$ cat config.mk
export PLATFORM = sky130hd
export DESIGN_NAME = ristretto_mem_arbiter
export DESIGN_NICKNAME = d
export VERILOG_FILES = /design/src/rtl/ristretto_mem_arbiter.sv
export SDC_FILE = /design/constraint.sdc
export NUM_CORES = 1
export LEC_CHECK = 0
export CORE_UTILIZATION = 34
export DETAILED_ROUTE_END_ITERATION = 12
export MAX_ROUTING_LAYER = met4
export PLACE_DENSITY = 0.83
export SLEW_MARGIN = 20
export SYNTH_ARGS = -nofsm -noshare
export SYNTH_HDL_FRONTEND = slang
export SYNTH_SLANG_ARGS = --single-unit
$ cat constraint.sdc
create_clock -name clk_i -period 2 [get_ports clk_i]
set_input_delay 0.3 -clock clk_i [delete_from_list [all_inputs] [get_ports clk_i]]
set_output_delay 0.3 -clock clk_i [all_outputs]
set_load 0.02 [all_outputs]
$ cat src/rtl/ristretto_mem_arbiter.sv
// Round-robin arbiter that funnels fetch, load and store requests onto a single
// memory channel, one outstanding transaction at a time, with a response timeout.
module ristretto_mem_arbiter #(
  parameter int DataWidth     = 32,
  parameter int AddressWidth  = 32,
  parameter int TimeoutCycles = 255
) (
  input  logic                    clk_i,
  input  logic                    rst_i,

  input  logic                    if_req_i,
  input  logic [AddressWidth-1:0] if_addr_i,
  output logic                    if_ready_o,
  output logic                    if_valid_o,

  input  logic                    ld_req_i,
  input  logic [AddressWidth-1:0] ld_addr_i,
  input  logic [DataWidth/8-1:0]  ld_strb_i,
  output logic                    ld_ready_o,
  output logic                    ld_valid_o,

  input  logic                    st_req_i,
  input  logic [AddressWidth-1:0] st_addr_i,
  input  logic [DataWidth/8-1:0]  st_strb_i,
  input  logic [DataWidth-1:0]    st_data_i,
  output logic                    st_ready_o,
  output logic                    st_valid_o,

  output logic [DataWidth-1:0]    rdata_o,
  output logic                    err_o,
  output logic [1:0]              grant_o,
  output logic                    busy_o,

  output logic                    mem_req_o,
  output logic                    mem_we_o,
  output logic [AddressWidth-1:0] mem_addr_o,
  output logic [DataWidth/8-1:0]  mem_strb_o,
  output logic [DataWidth-1:0]    mem_wdata_o,
  input  logic                    mem_ready_i,
  input  logic                    mem_valid_i,
  input  logic [DataWidth-1:0]    mem_rdata_i
);

  localparam int StrbWidth = DataWidth / 8;
  localparam logic [15:0] TimeoutLast = 16'(TimeoutCycles - 1);

  localparam logic [1:0] OwnerFetch = 2'd0;
  localparam logic [1:0] OwnerLoad  = 2'd1;
  localparam logic [1:0] OwnerStore = 2'd2;

  typedef enum logic [1:0] {
    IDLE = 2'd0,
    WRDY = 2'd1,
    WVLD = 2'd2
  } stateT;

  stateT                   state_q;
  logic [1:0]              grant_q;
  logic [1:0]              lastWinner_q;
  logic                    memReq_q;
  logic                    memWe_q;
  logic [AddressWidth-1:0] memAddr_q;
  logic [StrbWidth-1:0]    memStrb_q;
  logic [DataWidth-1:0]    memWdata_q;
  logic [15:0]             waitCnt_q;

  logic [2:0]              reqVec;
  logic                    anyReq;
  logic [1:0]              winner_d;
  logic [AddressWidth-1:0] addr_d;
  logic [StrbWidth-1:0]    strb_d;
  logic [DataWidth-1:0]    wdata_d;
  logic                    acceptHit;
  logic                    validHit;
  logic                    timeoutHit;

  // Picks the first requester found when scanning in the given priority order.
  function automatic logic [1:0] pickFirst(input logic [2:0] req,
                                           input logic [1:0] first,
                                           input logic [1:0] second,
                                           input logic [1:0] third);
    if (req[first])       return first;
    else if (req[second]) return second;
    else                  return third;
  endfunction

  assign reqVec = {st_req_i, ld_req_i, if_req_i};
  assign anyReq = |reqVec;

  always_comb begin
    winner_d = OwnerFetch;
    case (lastWinner_q)
      OwnerFetch: winner_d = pickFirst(reqVec, OwnerLoad, OwnerStore, OwnerFetch);
      OwnerLoad:  winner_d = pickFirst(reqVec, OwnerStore, OwnerFetch, OwnerLoad);
      default:    winner_d = pickFirst(reqVec, OwnerFetch, OwnerLoad, OwnerStore);
    endcase
  end

  always_comb begin
    addr_d  = if_addr_i;
    strb_d  = '1;
    wdata_d = '0;
    case (winner_d)
      OwnerLoad: begin
        addr_d = ld_addr_i;
        strb_d = ld_strb_i;
      end
      OwnerStore: begin
        addr_d  = st_addr_i;
        strb_d  = st_strb_i;
        wdata_d = st_data_i;
      end
      default: ;
    endcase
  end

  assign acceptHit  = (state_q == WRDY) && mem_ready_i;
  assign validHit   = (state_q == WVLD) && mem_valid_i;
  // The last wait cycle is the timeout cycle; a response arriving in it still wins.
  assign timeoutHit = (state_q == WVLD) && (waitCnt_q == TimeoutLast);

  always_ff @(posedge clk_i) begin
    if (rst_i) begin
      state_q      <= IDLE;
      grant_q      <= OwnerFetch;
      lastWinner_q <= OwnerStore;
      memReq_q     <= 1'b0;
      memWe_q      <= 1'b0;
      memAddr_q    <= '0;
      memStrb_q    <= '0;
      memWdata_q   <= '0;
      waitCnt_q    <= '0;
    end else begin
      case (state_q)
        IDLE: begin
          if (anyReq) begin
            grant_q      <= winner_d;
            lastWinner_q <= winner_d;
            memReq_q     <= 1'b1;
            memWe_q      <= (winner_d == OwnerStore);
            memAddr_q    <= addr_d;
            memStrb_q    <= strb_d;
            memWdata_q   <= wdata_d;
            state_q      <= WRDY;
          end
        end
        WRDY: begin
          if (mem_ready_i) begin
            memReq_q  <= 1'b0;
            waitCnt_q <= '0;
            state_q   <= WVLD;
          end
        end
        WVLD: begin
          if (mem_valid_i || timeoutHit) begin
            state_q <= IDLE;
          end else begin
            waitCnt_q <= waitCnt_q + 16'd1;
          end
        end
        default: state_q <= IDLE;
      endcase
    end
  end

  assign if_ready_o = acceptHit && (grant_q == OwnerFetch);
  assign ld_ready_o = acceptHit && (grant_q == OwnerLoad);
  assign st_ready_o = acceptHit && (grant_q == OwnerStore);
  assign if_valid_o = validHit && (grant_q == OwnerFetch);
  assign ld_valid_o = validHit && (grant_q == OwnerLoad);
  assign st_valid_o = validHit && (grant_q == OwnerStore);

  assign err_o       = timeoutHit && !mem_valid_i;
  assign busy_o      = (state_q != IDLE);
  assign grant_o     = grant_q;
  assign rdata_o     = mem_rdata_i;
  assign mem_req_o   = memReq_q;
  assign mem_we_o    = memWe_q;
  assign mem_addr_o  = memAddr_q;
  assign mem_strb_o  = memStrb_q;
  assign mem_wdata_o = memWdata_q;

endmodule

==> summary.md <==
| Metric | Value |
|---|---|
| Layout Skew | approximately 0.0085 ns |
| WL/cell | 15.4 um |
| CP arrival | 1.61 ns |
| Largest net degree at the start of global routing | 52 |
| # clock sinks | 91 |
| Starting Density | 0.355 |
| Ys async rst share | 0 |
| Top cell family by delay on the critical path | simple AND/OR/NAND/NOR gates |
| Min-delay worst type | primary input to flop |
| Min Hold Slack | 0.438 ns |
| P&R area growth vs syn | 62.0% |
| Maximum fanout along the worst path | 3 |
| DRC viols | 0 |
| First drt pass iteration count | 5 |
| CP cell instances | nor4_2 -> and2_4 -> nand3_1 -> nor2_1 -> buf_4 |
| Crit. path cell count | 5 |
| Static leakage | 0.00276 uW |
| Ant diodes | 0 |
| Setup TNS | 0 ns |
| IO Pins | 287 |
| Total track usage | 0.221 |
| Final Util | 0.575 |
| Register area share after synthesis | 0.400 |
| DR vias/cell | a little over 5 |
| Worst Setup End Kind | output pin |
| Nets | approximately 1000 |
| RR Endpoint | mem_addr_o[31] |
| Initial antenna violation count | 0 |
| Dominant synthesized flop cell | dfxtp_1 |
| RSZ-0062 raised after global routing | no |
| Clock H-tree levels | 3 |
| Total CTS buffers | 9 |
| DP HPWL | 11100 um |
| Syn Area/Cell | 7.37 um2 |
| Hold depth | 4 |
| # rows | 41 |
| Power per cell area | ~740 mW/mm2 |
| Syn Nets | 797 |
| Routed Antenna Nets | 0 |
| HP Start | rst_i |
| Number of synthesized flops with an enable pin | 0 |
| Worst r2r src | grant_o[0] |
| IO buf count | around 220 |
| Placed standard-cell area | ~0.0070 mm2 |
| Final hold vios | 0 |
| Fin crit period | 1.91 ns |
| CTS tree | done |
| Slowest cell on crit path | dfxtp_1 |
| Clock root buffer | clkbuf_16 |
| Area of the die | 0.0139 mm2 |
| Chip height | roughly 120 um |
| Proportion of layout cells with a drive suffix above 1 | 0.0984 |
| Drt total wl | 15400 um |
| Delay of the slowest critical-path stage | between 0.3 and 0.4 ns |
| Status | finished, final reports clean |
| Max clock buf depth | 2 |
| Synth cell types | between 40 and 50 |
| Area leader, netlist | dfxtp_1 |
| Synth warn | 0 |
| Data required time of the worst path | approximately 1.7 ns |
| Vias | 5065 |
| Top-area cell type share of the netlist area | 0.400 |
| Clk_lat worst skew | 0.34 ns |
| Synthesis-stage register bit count | 91 |
| Worst-margin pin slew | 0.604 ns |
| Hold endpoint | waitCnt_q[2] |
| Synthesized area | 0.00456 mm2 |
| Max Fclk | 524 MHz |
| Rel. slew slack | 0.595 |
| Maximum vdd ir drop | 0.342 mV |
| Final Setup Violations | 0 |
| Tcrit/Tclk final | 0.954 |
| Max cap viols | 0 |
| Design Area, Final | 0.00738 mm2 |
| Critical setup path kind | flop to output pin |
| Vias in the first global route | 4646 |
| First-pass GRT wire length | 23900 um |
| Hold buffers post-CTS | 0 |
| Setup crit start kind | flop |
| Initial DRC Count | between 200 and 300 |
| Buf+Inv Stages, Crit Path | 1 |
| Internal reg-to-reg setup slack | around 0.16 ns |
| Final GP Congestion | 0.878 |
| Power Total | between 5000 and 6000 uW |
| Chip width | 118 um |
| Reg2Reg Depth | 10 |
| Grt ovf | 0 |
| Cells after Synth | 618 |
| Ranking of synthesized cells by area | dfxtp_1, nand2_1, a21oi_1, buf_4, a22oi_1 |
| Max Transition Viols Final | 0 |
| Core ar. | 0.0128 mm2 |
| Reg clk slew, reported paths | about 0.07 ns |
metal layers:
| layer | share of wire | track usage | vias up |
|---|---|---|---|
| li1 | - | - | 2512 |
| met1 | 0.42 | 0.263 | 2322 |
| met2 | 0.50 | 0.374 | 210 |
| met3 | 0.058 | 0.0402 | 21 |
| met4 | 0.017 | 0.0721 | 0 |
| met5 | 0 | - | - |
sequential cells by signal (all words and copies together), names as in the netlist:
signal,count
grant_o,2
mem_wdata_o,32
lastWinner_q,1
mem_we_o,1
state_q,2
mem_addr_o,32
mem_strb_o,4
waitCnt_q,16
mem_req_o,1
area by class of cell:
class	count	area [um2]
Clock inverter	6	72.6
Inverter	6	22.5
Tap cell	172	215
Fill cell	1209	5450
Timing Repair Buffer	268	2670
Multi-Input combinational cell	442	2350
Sequential cell	91	1820
Clock buffer	10	229
through the flow:
stage               worst slack [ns]  instances
floorplan                    -0.0310        618
global placement              -0.270        977
detailed placement            -0.370        977
CTS                         0.000533        993
global route                 0.00221        995
finish                        0.0919        995
worst max-delay path by stage:
stage	end	slack, ns	startpoint
2_1_floorplan	mem_wdata_o[1]	-0.03	grant_o[0]
5_1_grt	mem_addr_o[30]	0.002	st_req_i
3_5_place_dp	mem_addr_o[31]	-0.37	ld_req_i
3_3_place_gp	mem_addr_o[31]	-0.27	st_req_i
6_report	err_o	0.09	waitCnt_q[15]
4_1_cts	mem_addr_o[31]	0.0005	ld_req_i
cells in the final DEF (no fill, tap or decap), types with 3 or more instances in the layout:
cell,instances
dlygate4sd2_1,5
nor3_1,9
o21ai_0,40
buf_4,39
clkbuf_16,11
nand2b_1,5
dlymetal6s2s_1,3
nor2_1,29
dfxtp_1,91
inv_1,6
nand3_1,42
a211oi_1,5
a31oi_1,4
a21oi_1,72
nand2_1,146
buf_12,6
a221oi_1,4
nand4_1,5
and3_1,3
clkdlybuf4s50_1,212
a22oi_1,32
where the power goes:
part	switching (uW)	internal, uW	leakage [uW]	total [uW]
Combinational	867	833	0.00187	1700
Clock	748	985	0.000149	1730
Sequential	82.6	1950	0.000742	2030
worst reg2reg max path, delay by kind of cell (launching register included):
| kind | cells | cell delay, ns |
|---|---|---|
| AOI/OAI and AO/OA | 4 | 0.55 |
| adders and majority gates | 1 | 0.20 |
| buffers and inverters | 2 | 0.26 |
| DFF | 1 | 0.37 |
| and+or+nand+nor | 3 | 0.36 |
cell families (layout without fill, tap and decap cells):
group,after synthesis,count (layout),share of synthesized area
compound gates,171,171,0.220
flops,91,91,0.400
mux,2,2,0.00467
xor+xnor,2,2,0.00385
simple gates,263,263,0.260
buf+inv,85,290,0.101
fa+ha+maj,4,4,0.0110
synthesized netlist by cell type (2+ instances only):
library cell	instances
dfxtp_1	91
a21oi_1	73
nor4_1	3
nand2b_1	5
ha_1	4
o21ai_0	41
and2_1	2
buf_4	33
nand3_1	42
nor3_1	9
xor2_1	2
nor2b_1	2
nand4_1	5
and3_1	3
clkbuf_1	36
o41ai_1	2
o22a_1	2
a221oi_1	4
nand3b_1	2
a31oi_1	5
or3_1	2
nor2_1	30
inv_1	6
nand2_1	146
o31ai_1	2
nand3_2	2
a211oi_1	5
a22oi_1	32
buf_1	2
buf_2	7
repair_timing:
| item | CTS | global route |
|---|---|---|
| setup endpoints to repair | 6 | 56 |
| gates resized for setup | 10 | 15 |
| setup buffers | 0 | 0 |
| pin swaps | 0 | 1 |
| cloned | 0 | 2 |
Power figures use the tool's default switching activity.
